===== src/rtl/fetch_sequencer_if.sv =====
// Handshake and bus signals between the execute/dependency units and the fetch sequencer.
// countLoad_i/countValue_i preload the branch counter so wrap-around can be exercised.
interface fetch_sequencer_if;
  logic        stall_i;
  logic        branchReq_i;
  logic [15:0] branchOffset_i;
  logic        branchDirection_i;
  logic        countLoad_i;
  logic [15:0] countValue_i;
  logic        branchAck_o;
  logic        shouldBranch_o;
  logic [15:0] branchOffset_o;
  logic        branchDirection_o;
  logic        flushBack_o;
  logic        fetchEnable_o;
  logic [1:0]  state_o;
  logic [15:0] branchCount_o;

  modport master (
    output stall_i, branchReq_i, branchOffset_i, branchDirection_i, countLoad_i, countValue_i,
    input  branchAck_o, shouldBranch_o, branchOffset_o, branchDirection_o,
           flushBack_o, fetchEnable_o, state_o, branchCount_o
  );

  modport slave (
    input  stall_i, branchReq_i, branchOffset_i, branchDirection_i, countLoad_i, countValue_i,
    output branchAck_o, shouldBranch_o, branchOffset_o, branchDirection_o,
           flushBack_o, fetchEnable_o, state_o, branchCount_o
  );
endinterface


===== src/rtl/fetch_sequencer.sv =====
// Fetch sequencer: accepts taken branches, flushes the pipeline for FLUSH_CYCLES cycles,
// then issues a one-cycle redirect to fetch. All outputs are registered.
module fetch_sequencer #(
  parameter int unsigned FLUSH_CYCLES = 7,
  parameter int unsigned MIN_OFFSET   = 7
) (
  input  logic              clock_i,
  input  logic              reset_i,
  fetch_sequencer_if.slave  bus
);

  typedef enum logic [2:0] {
    S_IDLE     = 3'd0,
    S_RUN      = 3'd1,
    S_STALL    = 3'd2,
    S_FLUSH    = 3'd3,
    S_REDIRECT = 3'd4
  } state_t;

  localparam logic [15:0] FLUSH_LOAD = 16'(FLUSH_CYCLES - 1);
  localparam logic [15:0] MIN_OFF    = 16'(MIN_OFFSET);

  state_t      r_state;
  state_t      w_next_state;
  logic        w_accept;
  logic [15:0] r_flush_cnt;
  logic [15:0] r_off_lat;
  logic        r_dir_lat;

  logic        w_ack, w_should, w_flush, w_fen, w_dir_out;
  logic [1:0]  w_state_enc;
  logic [15:0] w_off_out;

  logic        r_ack, r_should, r_flush, r_fen, r_dir_out;
  logic [1:0]  r_state_enc;
  logic [15:0] r_off_out;
  logic [15:0] r_count;

  // State, datapath and output registers.
  always_ff @(posedge clock_i) begin
    if (reset_i) begin
      r_state     <= S_IDLE;
      r_flush_cnt <= 16'd0;
      r_off_lat   <= 16'd0;
      r_dir_lat   <= 1'b0;
      r_ack       <= 1'b0;
      r_should    <= 1'b0;
      r_flush     <= 1'b0;
      r_fen       <= 1'b0;
      r_state_enc <= 2'd0;
      r_off_out   <= 16'd0;
      r_dir_out   <= 1'b0;
      r_count     <= 16'd0;
    end else begin
      r_state     <= w_next_state;
      r_ack       <= w_ack;
      r_should    <= w_should;
      r_flush     <= w_flush;
      r_fen       <= w_fen;
      r_state_enc <= w_state_enc;
      r_off_out   <= w_off_out;
      r_dir_out   <= w_dir_out;
      r_count     <= (bus.countLoad_i ? bus.countValue_i : r_count) + {15'd0, w_accept};
      if (w_accept) begin
        r_off_lat   <= bus.branchOffset_i;
        r_dir_lat   <= bus.branchDirection_i;
        r_flush_cnt <= FLUSH_LOAD;
      end else if (r_state == S_FLUSH && r_flush_cnt != 16'd0) begin
        r_flush_cnt <= r_flush_cnt - 16'd1;
      end else begin
        r_flush_cnt <= r_flush_cnt;
      end
    end
  end

  // Next-state selection; a branch request wins over a stall request.
  always_comb begin
    w_accept     = 1'b0;
    w_next_state = r_state;
    case (r_state)
      S_IDLE: w_next_state = S_RUN;
      S_RUN, S_STALL: begin
        if (bus.branchReq_i) begin
          w_accept     = 1'b1;
          w_next_state = S_FLUSH;
        end else if (bus.stall_i) begin
          w_next_state = S_STALL;
        end else begin
          w_next_state = S_RUN;
        end
      end
      S_FLUSH: begin
        if (r_flush_cnt == 16'd0) begin
          w_next_state = S_REDIRECT;
        end else begin
          w_next_state = S_FLUSH;
        end
      end
      S_REDIRECT: w_next_state = bus.stall_i ? S_STALL : S_RUN;
      default:    w_next_state = S_IDLE;
    endcase
  end

  // Output values for the coming cycle, derived from the state being entered.
  always_comb begin
    w_ack       = w_accept;
    w_should    = 1'b0;
    w_flush     = 1'b0;
    w_fen       = 1'b0;
    w_state_enc = 2'd0;
    w_off_out   = r_off_out;
    w_dir_out   = r_dir_out;
    case (w_next_state)
      S_IDLE:  w_state_enc = 2'd0;
      S_RUN: begin
        w_fen       = 1'b1;
        w_state_enc = 2'd1;
      end
      S_STALL: w_state_enc = 2'd2;
      S_FLUSH: begin
        w_flush     = 1'b1;
        w_state_enc = 2'd3;
      end
      S_REDIRECT: begin
        w_should    = 1'b1;
        w_fen       = 1'b1;
        w_state_enc = 2'd3;
        w_off_out   = (r_off_lat < MIN_OFF) ? MIN_OFF : r_off_lat;
        w_dir_out   = r_dir_lat;
      end
      default: w_state_enc = 2'd0;
    endcase
  end

  assign bus.branchAck_o       = r_ack;
  assign bus.shouldBranch_o    = r_should;
  assign bus.branchOffset_o    = r_off_out;
  assign bus.branchDirection_o = r_dir_out;
  assign bus.flushBack_o       = r_flush;
  assign bus.fetchEnable_o     = r_fen;
  assign bus.state_o           = r_state_enc;
  assign bus.branchCount_o     = r_count;

endmodule


===== src/flat_wrapper.sv =====
// flat-port wrapper written by rule: the top's interface ports become plain ports
module fetch_sequencer_flat 
#(
  parameter int unsigned FLUSH_CYCLES = 7,
  parameter int unsigned MIN_OFFSET   = 7
)
  (clock_i, reset_i, bus_stall_i, bus_branchReq_i, bus_branchOffset_i, bus_branchDirection_i, bus_countLoad_i, bus_countValue_i, bus_branchAck_o, bus_shouldBranch_o, bus_branchOffset_o, bus_branchDirection_o, bus_flushBack_o, bus_fetchEnable_o, bus_state_o, bus_branchCount_o);
  fetch_sequencer_if bus_i ();
  input  logic clock_i;
  input  logic reset_i;
  input wire logic [$bits(bus_i.stall_i)-1:0] bus_stall_i;
  input wire logic [$bits(bus_i.branchReq_i)-1:0] bus_branchReq_i;
  input wire logic [$bits(bus_i.branchOffset_i)-1:0] bus_branchOffset_i;
  input wire logic [$bits(bus_i.branchDirection_i)-1:0] bus_branchDirection_i;
  input wire logic [$bits(bus_i.countLoad_i)-1:0] bus_countLoad_i;
  input wire logic [$bits(bus_i.countValue_i)-1:0] bus_countValue_i;
  output wire logic [$bits(bus_i.branchAck_o)-1:0] bus_branchAck_o;
  output wire logic [$bits(bus_i.shouldBranch_o)-1:0] bus_shouldBranch_o;
  output wire logic [$bits(bus_i.branchOffset_o)-1:0] bus_branchOffset_o;
  output wire logic [$bits(bus_i.branchDirection_o)-1:0] bus_branchDirection_o;
  output wire logic [$bits(bus_i.flushBack_o)-1:0] bus_flushBack_o;
  output wire logic [$bits(bus_i.fetchEnable_o)-1:0] bus_fetchEnable_o;
  output wire logic [$bits(bus_i.state_o)-1:0] bus_state_o;
  output wire logic [$bits(bus_i.branchCount_o)-1:0] bus_branchCount_o;
  assign bus_i.stall_i = bus_stall_i;
  assign bus_i.branchReq_i = bus_branchReq_i;
  assign bus_i.branchOffset_i = bus_branchOffset_i;
  assign bus_i.branchDirection_i = bus_branchDirection_i;
  assign bus_i.countLoad_i = bus_countLoad_i;
  assign bus_i.countValue_i = bus_countValue_i;
  assign bus_branchAck_o = bus_i.branchAck_o;
  assign bus_shouldBranch_o = bus_i.shouldBranch_o;
  assign bus_branchOffset_o = bus_i.branchOffset_o;
  assign bus_branchDirection_o = bus_i.branchDirection_o;
  assign bus_flushBack_o = bus_i.flushBack_o;
  assign bus_fetchEnable_o = bus_i.fetchEnable_o;
  assign bus_state_o = bus_i.state_o;
  assign bus_branchCount_o = bus_i.branchCount_o;
  fetch_sequencer #(.FLUSH_CYCLES(FLUSH_CYCLES), .MIN_OFFSET(MIN_OFFSET)) u_core (.clock_i(clock_i), .reset_i(reset_i), .bus(bus_i));
endmodule

===== config.mk =====
export PLATFORM = sky130hd
export DESIGN_NAME = fetch_sequencer_flat
export DESIGN_NICKNAME = d
export VERILOG_FILES = /design/src/rtl/fetch_sequencer_if.sv /design/src/rtl/fetch_sequencer.sv /design/src/flat_wrapper.sv
export SDC_FILE = /design/constraint.sdc
export NUM_CORES = 1
export LEC_CHECK = 0
export ABC_AREA = 1
export CORE_ASPECT_RATIO = 0.6
export CORE_MARGIN = 5
export CORE_UTILIZATION = 46
export DETAILED_ROUTE_END_ITERATION = 7
export PLACE_DENSITY = 0.82
export SLEW_MARGIN = 20
export SYNTH_ARGS = -nofsm -noshare
export SYNTH_HDL_FRONTEND = slang
export SYNTH_SLANG_ARGS = --single-unit

===== constraint.sdc =====
create_clock -name clock_i -period 1.66 [get_ports clock_i]
set_clock_uncertainty 0.05 [all_clocks]
set_input_delay 0.249 -clock clock_i [delete_from_list [all_inputs] [get_ports clock_i]]
set_output_delay 0.249 -clock clock_i [all_outputs]
set_load 0.05 [all_outputs]

==> results of run 1 <==
-- power by group through the flow --
stage | clock network [mW] | logic [mW] | registers, mW
2_1_floorplan | 0 | 0.897 | 2.40
6_report | 1.85 | 2.17 | 2.10
3_3_place_gp | 0 | 1.76 | 2.11
5_1_grt | 1.97 | 2.32 | 2.11
4_1_cts | 1.86 | 1.87 | 2.08
3_5_place_dp | 0 | 1.82 | 2.11
-- cells by family after synthesis --
kind of cell	after synthesis
buffers and inverters	90
XOR/XNOR	5
adder cells (fa/ha/maj)	3
AO/OA/AOI/OAI	93
AND/OR/NAND/NOR	298
flip-flops	75
-- flip-flops by register name, summed over array words and instances, names as in the netlist --
register,cells
u_core.r_off_lat,16
u_core.bus.branchCount_o,16
u_core.bus.flushBack_o,1
u_core.bus.shouldBranch_o,1
u_core.bus.branchOffset_o,16
u_core.bus.fetchEnable_o,1
u_core.bus.branchDirection_o,1
u_core.r_dir_lat,1
u_core.bus.branchAck_o,1
u_core.r_state,3
u_core.r_flush_cnt,16
u_core.bus.state_o,2
-- layer usage --
metal | global-route usage (%) | vias to the layer above
met4 | 12.4 | 0
li1 | - | 2056
met1 | 29.8 | 1978
met5 | 0 | -
met3 | 7.06 | 56
met2 | 36.8 | 268
-- synth_stat cells, types with 3 or more instances --
| master | number |
|---|---|
| buf_6 | 5 |
| clkbuf_1 | 4 |
| nand2_1 | 185 |
| a21oi_1 | 44 |
| nor2_1 | 62 |
| nor2_2 | 6 |
| o21ai_0 | 43 |
| nand4_1 | 7 |
| o21ai_1 | 3 |
| nand3b_1 | 4 |
| buf_2 | 6 |
| dfxtp_1 | 75 |
| inv_1 | 69 |
| nand2_2 | 4 |
| nor2_4 | 3 |
| xor2_1 | 4 |
| ha_1 | 3 |
| nand3_1 | 21 |
-- cell type report --
| type | instances | area, um^2 |
|---|---|---|
| clock buffers | 10 | 229 |
| clock inverters | 6 | 48.8 |
| fillers | 587 | 2320 |
| inverters | 73 | 279 |
| multi-input cells | 399 | 2030 |
| flip-flops and latches | 75 | 1510 |
| well taps | 108 | 135 |
| repair buffers | 146 | 1300 |
-- how the worst min path moves through the flow --
stage / from / endpoint / cells after the start
after global placement: u_core.r_off_lat[4] / u_core.bus.branchOffset_o[4] / 2
final: bus_branchOffset_i[11] / u_core.r_off_lat[11] / 3
after floorplan: bus_branchDirection_i / u_core.r_dir_lat / 2
after global routing: bus_branchOffset_i[14] / u_core.r_off_lat[14] / 3
after detailed placement: u_core.r_off_lat[5] / u_core.bus.branchOffset_o[5] / 2
after CTS: bus_branchOffset_i[13] / u_core.r_off_lat[13] / 3
-- repair_timing --
| item | 4_1_cts | 5_1_grt |
|---|---|---|
| gates cloned | 0 | 3 |
| buffers inserted | 6 | 16 |
| setup endpoints to repair | 14 | 35 |
| pin swaps | 10 | 30 |
| resized for setup | 22 | 77 |
| hold endpoints to repair | 0 | 0 |
-- stage by stage --
stage / hold WS, ns / worst slack, ns
2_1_floorplan: 0.302 / 0.0179
3_3_place_gp: 0.406 / -0.380
3_5_place_dp: 0.410 / -0.476
4_1_cts: 0.414 / -0.198
5_1_grt: 0.428 / -0.280
6_report: 0.416 / -0.193
-- worst max-delay path, cell delays in order, from the launching register on --
cell and delay (ns):
dfxtp_2 0.32, nand2_2 0.08, nand2_2 0.07, nor2_4 0.09
inv_2 0.06, nor2_4 0.17, ha_4 0.18, ha_4 0.14
nand2_4 0.06, nor2_4 0.16, nand2_2 0.10, o21ai_2 0.12
nand2_1 0.07, nor2_1 0.12
==> impl_results.md, run 1 <==
- Clk pwr share: 30.3%
- Worst Slack Setup Final: -0.193 ns
- Int Pwr: 3.85 mW
- Period utilization: 112%
- Die H: 79.3 um
- Max clock buf depth: 2
- N_diodes: 0
- First-pass DRT Iterations: 5
- Grt ovf: 0
- Leak: approximately 2.6 nW
- Async S/R FF share, synth: 0%
- Post-synthesis simple-gate area fraction: 33.7%
- Num ports: 77
- Hold_buf cts: 0
- Maximum VDD drop: between 0.6 and 0.7 mV
- Gr usage total: a little under a quarter
- Top Metal Used: met4
- Period minus WS final: approximately 1.9 ns
- Sw Share: between 30 and 40%
- Crit path required time: 1.89 ns
- Root Buffer: clkbuf_16
- Commonest cells after routing, fill and taps aside: 178 x nand2_1, 96 x buf_4, 68 x dfxtp_1
- Post-synthesis adder-cell area fraction: 1.02%
- Area grow syn2layout: 50.2%
- Worst Hold Class: in2reg
- Util after Layout: 70.5%
- RSZ-0062 raised after global routing: true
- Via Count: between 4,000 and 5,000
- Clk sinks: 75
- Area contributors post-synth: dfxtp_1 41%, nand2_1 19%, inv_1 7.0%, nor2_1 6.3%, a21oi_1 6.0%
- Max_cap viols: 0
- Dpl cells: 777
- Layout Cells excl Fill: between 800 and 900
- DRT met1 WL: roughly 5300 um
- HPWL after DPL: ~8000 um
- Total Wirelength: 13,000 um
- Sequential share of the synthesized area: 40.7%
- Die W: 126 um
- Critical Path Sink: u_core.bus.branchCount_o[10]
- Gate power share: between 30% and 40%
- Cell variety after synth: 29
- Clock-pin slew on the worst setup and hold paths: around 0.06 ns
- Largest family of logic cells by synthesized area: simple AND/OR/NAND/NOR gates
- F_max: between 500 and 600 MHz
- Yosys reg bits: 75
- Worst-path maximum fanout: 5
- Synth area leader: dfxtp_1
- Vias in the first global route: 4,022
- Final Cell Area: between 5000 and 6000 um^2
- DRT antenna net count: 0
- Worst R2R Path Depth: 13
- Placed Area: approximately 4800 um^2
- Slew @ Worst Pin: approximately 0.36 ns
- Critical path arrival: about 2.1 ns
- DR DRC count: 0
- Worst-Skew Late Latency: about 0.35 ns
- Largest net degree at the start of global routing: 28
- Rel. slew slack: about three quarters
- Synth Area per Inst: approximately 6.5 um^2
- Failing checks: negative setup slack
- Reg2Reg Setup Slack: -0.19 ns
- CTS tree: done
- Kind of critical path: reg2reg
- Count of final setup violators: 15
- Starting Density: between 40% and 50%
- YS warnings: 0
- Final hold vios: 0
- Worst Setup SP: u_core.r_state[0]
- Sequential Power Share: about a third
- Pwr/cell area: 1110 nW/um^2
- Worst R2R End: u_core.bus.branchCount_o[10]
- Worst R2R Start: u_core.r_state[0]
- DR WL/cell: approximately 16 um
- Final Max Tran Viols: 0
- H-tree depth: 3
- Crit. End Element: flop
- EDFF count, synth: 0
- CP startpoint kind: flop
- Routed vias/inst: around 5.3
- Prevailing post-synth register cell: dfxtp_1
- Mapped Area: roughly 3700 um^2
- Nets: 745
- Detailed Route Iter0 Violations: 525
- First-pass GRT wire length: roughly 19,000 um
- Initial antenna violation count: 0
- Port bufs: 76
- Yosys top cell area share: between 40 and 50%
- Layout cell share with drive strength beyond 1: roughly 28%
- TritonCTS Buffers: 9
- Rows: 25
- Global placement routability congestion: 0.966
- Power, Total: 6.12 mW
- Synth Net Count: 605
- Status: complete, but fails checks
- WL met2: between 6000 and 7000 um
- Total Neg Setup Slack: -1.86 ns
- Most common cell after layout, fill and taps aside: nand2_1
- Post-synthesis xor/xnor area fraction: about 1.2%
- Cell count after synthesis: 564
- Mux contribution to synthesized area: 0%
- Psw: 2.27 mW
- Die ar.: 9960 um^2
- Post-synthesis compound-gate area fraction: between 10% and 20%
- Core Area: 7850 um^2
- DR WL met3: around 1200 um
No activity file was read; power rests on OpenSTA's default activity.
==> run 2: changes to the inputs <==
Settings changed: GPL_TIMING_DRIVEN set to 0, PLACE_DENSITY 0.82 to unset, PLACE_DENSITY_LB_ADDON set to 0.2.
==> impl_results.md, run 2 (synthesis results as in run 1) <==
- Leak: 2.48 nW (was 2.59 nW)
- Largest net degree at the start of global routing: 14 (was 28)
- Max clock buf depth: 2 (unchanged)
- Routed vias/inst: 4.99 (was 5.33)
- RSZ-0062 raised after global routing: true (unchanged)
- Count of final setup violators: 18 (was 15)
- Max_cap viols: 0 (unchanged)
- Hold_ws: 0.426 ns (was 0.416 ns)
- Root Buffer: clkbuf_16 (unchanged)
- Die H: 79.3 um (unchanged)
- Final Max Tran Viols: 0 (unchanged)
- Fillers: 683 (was 587)
- Critical path arrival: 1.93 ns (was 2.08 ns)
- Worst R2R Start: u_core.r_state[1] (was u_core.r_state[0])
- Clock-pin slew on the worst setup and hold paths: 0.06 ns (about the same)
- Period minus WS final: 1.79 ns (was 1.85 ns)
- Min-Delay Endpoint: u_core.r_off_lat[3] (was u_core.r_off_lat[11])
- Pwr/cell area: 1110 nW/um^2 (about the same)
- Reg2Reg Setup Slack: -0.12 ns (was -0.19 ns)
- Die W: 126 um (unchanged)
- Hold_buf cts: 0 (unchanged)
- TritonCTS Buffers: 9 (unchanged)
- Gr usage total: 22.1% (was 23.7%)
- DR WL/cell: 14.1 um (was 15.9 um)
- Worst R2R End: u_core.bus.branchCount_o[15] (was u_core.bus.branchCount_o[10])
- CP startpoint kind: primary input (was flop)
- Commonest cells after routing, fill and taps aside: 178 x nand2_1, 63 x dfxtp_1, 61 x inv_1 (was 178 x nand2_1, 96 x buf_4, 68 x dfxtp_1)
- N_diodes: 0 (unchanged)
- Global placement routability congestion: 0.959 (was 0.966)
- Maximum VDD drop: 0.649 mV (was 0.604 mV)
- Kind of critical path: in2reg (was reg2reg)
- Worst Hold Class: in2reg (unchanged)
- Worst-path maximum fanout: 10 (was 5)
- Num ports: 77 (unchanged)
- Initial antenna violation count: 0 (unchanged)
- First-pass DRT Iterations: 7 (was 5)
- Rows: 25 (unchanged)
- Via Count: 3,931 (was 4,358)
- Final hold vios: 0 (unchanged)
- Die ar.: 9960 um^2 (unchanged)
- Hold path cells: 3 (unchanged)
- Area grow syn2layout: 42.2% (was 50.2%)
- Clk sinks: 75 (unchanged)
- Nets: 715 (was 745)
- Hold_sp: bus_branchOffset_i[3] (was bus_branchOffset_i[11])
- Worst R2R Path Depth: 12 (was 13)
- First-pass GRT wire length: 17,400 um (was 18,800 um)
- F_max: 560 MHz (was 540 MHz)
- Layout cell share with drive strength beyond 1: 17.7% (was 27.8%)
- CTS tree: done (unchanged)
- Crit path required time: 1.81 ns (was 1.89 ns)
- Starting Density: 46.9% (unchanged)
- Port bufs: 76 (unchanged)
- Most common cell after layout, fill and taps aside: nand2_1 (unchanged)
- H-tree depth: 3 (unchanged)
- HPWL after DPL: 8030 um (was 7970 um)
- Total Neg Setup Slack: -0.967 ns (was -1.86 ns)
- Worst-Skew Late Latency: 0.34 ns (was 0.35 ns)
- Grt ovf: 0 (unchanged)
- Detailed Route Iter0 Violations: 218 (was 525)
- Status: complete, but fails checks (unchanged)
- Rel. slew slack: 54.9% (was 76.0%)
- Period utilization: 108% (was 112%)
- DR DRC count: 0 (unchanged)
- Slew @ Worst Pin: 0.677 ns (was 0.356 ns)
- Failing checks: negative setup slack (unchanged)
- Worst Slack Setup Final: -0.126 ns (was -0.193 ns)
- Crit. End Element: flop (unchanged)
- Core Area: 7850 um^2 (unchanged)
- DRT antenna net count: 0 (unchanged)
- Vias in the first global route: 3,596 (was 4,022)
- Total Wirelength: 11,100 um (was 13,000 um)
[run 2: worst max path at each step]
stage / start / end / slack, ns / cells after the start
finish: bus_countLoad_i / u_core.bus.branchCount_o[15] / -0.13 / 12
global route: u_core.r_state[1] / u_core.bus.branchCount_o[10] / -0.22 / 13
CTS: u_core.r_state[0] / u_core.bus.branchCount_o[10] / -0.21 / 13
detailed placement: bus_countLoad_i / u_core.bus.branchCount_o[14] / -0.80 / 12
global placement: bus_countLoad_i / u_core.bus.branchCount_o[14] / -0.80 / 11
floorplan: u_core.r_state[1] / u_core.bus.branchCount_o[8] / 0.02 / 12
[run 2: layout make-up]
type                    count  area (um^2)  share of cell area [%]
plain buffers              17          135                    2.58
clock inverters             5         37.5                   0.716
clock buffers              11          243                    4.63
multi-input cells         399         1990                    38.0
inverters                  73          287                    5.47
repair buffers             99          896                    17.1
well taps                 108          135                    2.58
flip-flops and latches     75         1520                    28.9
[run 2: through the flow]
stage,power [mW],area (um^2),instances,util [%],setup slack (ns)
floorplan,3.30,3690,564,-,0.0179
global placement,3.78,4590,748,58.5,-0.800
detailed placement,3.82,4590,748,58.5,-0.797
CTS,5.66,5000,774,63.7,-0.207
global route,6.09,5240,787,66.7,-0.218
finish,5.80,5240,787,66.7,-0.126
[run 2: power breakdown]
part / internal, mW / total, mW / switching (mW)
clock network: 1.06 / 1.83 / 0.772
logic: 0.677 / 1.88 / 1.20
registers: 1.98 / 2.09 / 0.115
[run 2: worst max-delay path: stages]
cell	delay, ns
clkdlybuf4s15_1	0.30
inv_2	0.13
clkbuf_4	0.22
nand2_1	0.06
nand2_1	0.11
ha_4	0.17
buf_6	0.10
nand3_4	0.12
nor2_4	0.24
nand2_1	0.09
nand2_1	0.09
a21oi_2	0.05
[run 2: routing by layer]
metal	vias up	global-route usage [%]	wire length, um	part of all wire [%]
li1	1985	-	-	-
met5	-	0	0	0
met4	0	6.60	149	1.3
met2	127	32.2	4700	42
met1	1805	32.0	5490	49
met3	14	5.38	773	7.0
[run 2: repair_timing]
| action | CTS | global route |
|---|---|---|
| pin swaps | 13 | 26 |
| resized for setup | 74 | 50 |
| cloned | 0 | 1 |
| buffers inserted | 10 | 12 |
| endpoints found under the setup margin | 99 | 67 |
==> run 3: changes to the inputs <==
Settings changed: CORE_UTILIZATION 46 to 51.
Clock period 1.66 ns to 1.7 ns, I/O delays scaled along.
==> impl_results.md, run 3 (synthesis results as in run 1) <==
- Power, Total: 6.18 mW (was 5.80 mW)
- Grt met3 use: 6.45% (was 5.38%)
- HPWL after DPL: 7930 um (was 8030 um)
- DRT antenna net count: 0 (unchanged)
- Area grow syn2layout: 52.5% (was 42.2%)
- Worst Setup SP: u_core.r_state[1] (was bus_countLoad_i)
- Max_cap viols: 0 (unchanged)
- Slew @ Worst Pin: 0.854 ns (was 0.677 ns)
- Gr busiest metal: met2 (unchanged)
- Pwr/cell area: 1100 nW/um^2 (was 1110 nW/um^2)
- Worst Slack Setup Final: -0.187 ns (was -0.126 ns)
- Worst R2R Path Depth: 13 (was 12)
- CP startpoint kind: flop (was primary input)
- Maximum VDD drop: 0.825 mV (was 0.649 mV)
- First-pass DRT Iterations: 7 (unchanged)
- Vias in the first global route: 3,622 (was 3,596)
- Starting Density: 51.6% (was 46.9%)
- Count of final setup violators: 60 (was 18)
- Clk sinks: 75 (unchanged)
- Hold_buf cts: 0 (unchanged)
- Final hold vios: 0 (unchanged)
- Port bufs: 76 (unchanged)
- Most common cell after layout, fill and taps aside: nand2_1 (unchanged)
- Num ports: 77 (unchanged)
- Layout cell share with drive strength beyond 1: 24.1% (was 17.7%)
- Rel. slew slack: 43.1% (was 54.9%)
- F_max: approximately 530 MHz
- Period minus WS final: 1.89 ns
- Rows: 24 (was 25)
- Root Buffer: clkbuf_16 (unchanged)
- Initial antenna violation count: 0 (unchanged)
- Leak: 2.61 nW (was 2.48 nW)
- Kind of critical path: reg2reg (was in2reg)
- Largest net degree at the start of global routing: 16 (was 14)
- CTS tree: done (unchanged)
- Reg2Reg Setup Slack: -0.19 ns (was -0.12 ns)
- Die H: 75.9 um (was 79.3 um)
- Nets: 722 (was 715)
- Core Area: 7150 um^2 (was 7850 um^2)
- Final Max Tran Viols: 0 (unchanged)
- Failing checks: negative setup slack (unchanged)
- Die ar.: 9080 um^2 (was 9960 um^2)
- Worst R2R End: u_core.bus.branchCount_o[14] (was u_core.bus.branchCount_o[15])
- Worst Hold Class: in2reg (unchanged)
- Critical Path Sink: u_core.bus.branchCount_o[14] (was u_core.bus.branchCount_o[15])
- Critical path arrival: 2.02 ns (was 1.93 ns)
- Routed vias/inst: 5.51 (was 4.99)
- Period utilization: 111%
- Status: complete, but fails checks (unchanged)
- Max clock buf depth: 2 (unchanged)
- Crit. End Element: flop (unchanged)
- DR WL/cell: 16.8 um (was 14.1 um)
- Dpl cells: 731 (was 748)
- Global placement routability congestion: 0.932 (was 0.959)
- Crit path required time: 1.84 ns (was 1.81 ns)
- Total Wirelength: 13,100 um (was 11,100 um)
- Commonest cells after routing, fill and taps aside: 165 x nand2_1, 68 x dfxtp_1, 60 x inv_1 (was 178 x nand2_1, 63 x dfxtp_1, 61 x inv_1)
- DR DRC count: 0 (unchanged)
- Worst-path maximum fanout: 3 (was 10)
- Detailed Route Iter0 Violations: 446 (was 218)
- Met2 usage: 39.2% (was 32.2%)
- Gr usage total: 25.3% (was 22.1%)
- N_diodes: 0 (unchanged)
- Worst R2R Start: u_core.r_state[1] (unchanged)
- H-tree depth: 3 (unchanged)
- Worst-Skew Late Latency: 0.34 ns (about the same)
- RSZ-0062 raised after global routing: true (unchanged)
- Die W: 120 um (was 126 um)
- Met1 Track Usage GR: 34.9% (was 32.0%)
- Clock-pin slew on the worst setup and hold paths: 0.06 ns (about the same)
- Layout Cells excl Fill: 777 (was 787)
- First-pass GRT wire length: 17,700 um (was 17,400 um)
- TritonCTS Buffers: 9 (unchanged)
- Grt ovf: 0 (unchanged)
- Via Count: 4,280 (was 3,931)
## run 3: critical path: stages, from the launching register on
cell and delay, ns:
dfxtp_2 0.33, nand2_2 0.09, nand2_2 0.07, nor2_4 0.10
inv_2 0.06, nor2_4 0.15, ha_4 0.18, ha_4 0.15
buf_4 0.12, inv_4 0.05, nor2_4 0.17, nand2_1 0.08
nand2_1 0.07, a21oi_1 0.05
## run 3: area by class of cell
cell class              count  area [um^2]
multi-input cells         399         2200
fillers                   477         1530
flip-flops and latches     75         1510
repair buffers            106         1040
inverters                  73          294
clock buffers               9          225
plain buffers              17          160
well taps                  91          114
clock inverters             7         81.3
## run 3: how the worst min path moves through the flow
stage | from | end | slack (ns) | depth (start not counted)
6_report | bus_branchOffset_i[13] | u_core.r_off_lat[13] | 0.43 | 3
5_1_grt | bus_branchOffset_i[10] | u_core.r_off_lat[10] | 0.44 | 3
4_1_cts | bus_branchOffset_i[13] | u_core.r_off_lat[13] | 0.43 | 3
3_5_place_dp | u_core.r_dir_lat | u_core.r_dir_lat | 0.42 | 2
3_3_place_gp | u_core.r_off_lat[7] | u_core.bus.branchOffset_o[7] | 0.41 | 2
2_1_floorplan | bus_branchDirection_i | u_core.r_dir_lat | 0.31 | 2
## run 3: metal layers
layer / up-vias / share of wire (%)
met3: 30 / 11
met1: 1961 / 42
met4: 0 / 2.1
met5: - / 0
li1: 2012 / -
met2: 277 / 45
## run 3: where the power goes
part | total, mW | internal (mW) | switching (mW) | leakage (nW)
combinational | 2.12 | 0.761 | 1.36 | 1.84
sequential | 2.06 | 1.93 | 0.126 | 0.615
clock | 2.00 | 1.16 | 0.835 | 0.153
total | 6.18 | 3.85 | 2.32 | 2.61
## run 3: per-stage QoR
stage / setup slack, ns / TNS [ns] / hold slack [ns] / utilization, % / instance area, um^2
floorplan: 0.0192 / 0 / 0.308 / - / 3690
global placement: -0.631 / -20.62 / 0.407 / 63.9 / 4570
detailed placement: -0.713 / -22.99 / 0.422 / 63.9 / 4570
CTS: -0.130 / -1.14 / 0.426 / 69.8 / 4990
global route: -0.220 / -8.52 / 0.444 / 78.7 / 5620
finish: -0.187 / -5.30 / 0.430 / 78.7 / 5620
## run 3: what timing repair did
action,4_1_cts,5_1_grt
pin swaps,12,28
gates resized for setup,72,130
cloned,0,4
setup endpoints to repair,99,61
setup buffers,8,18
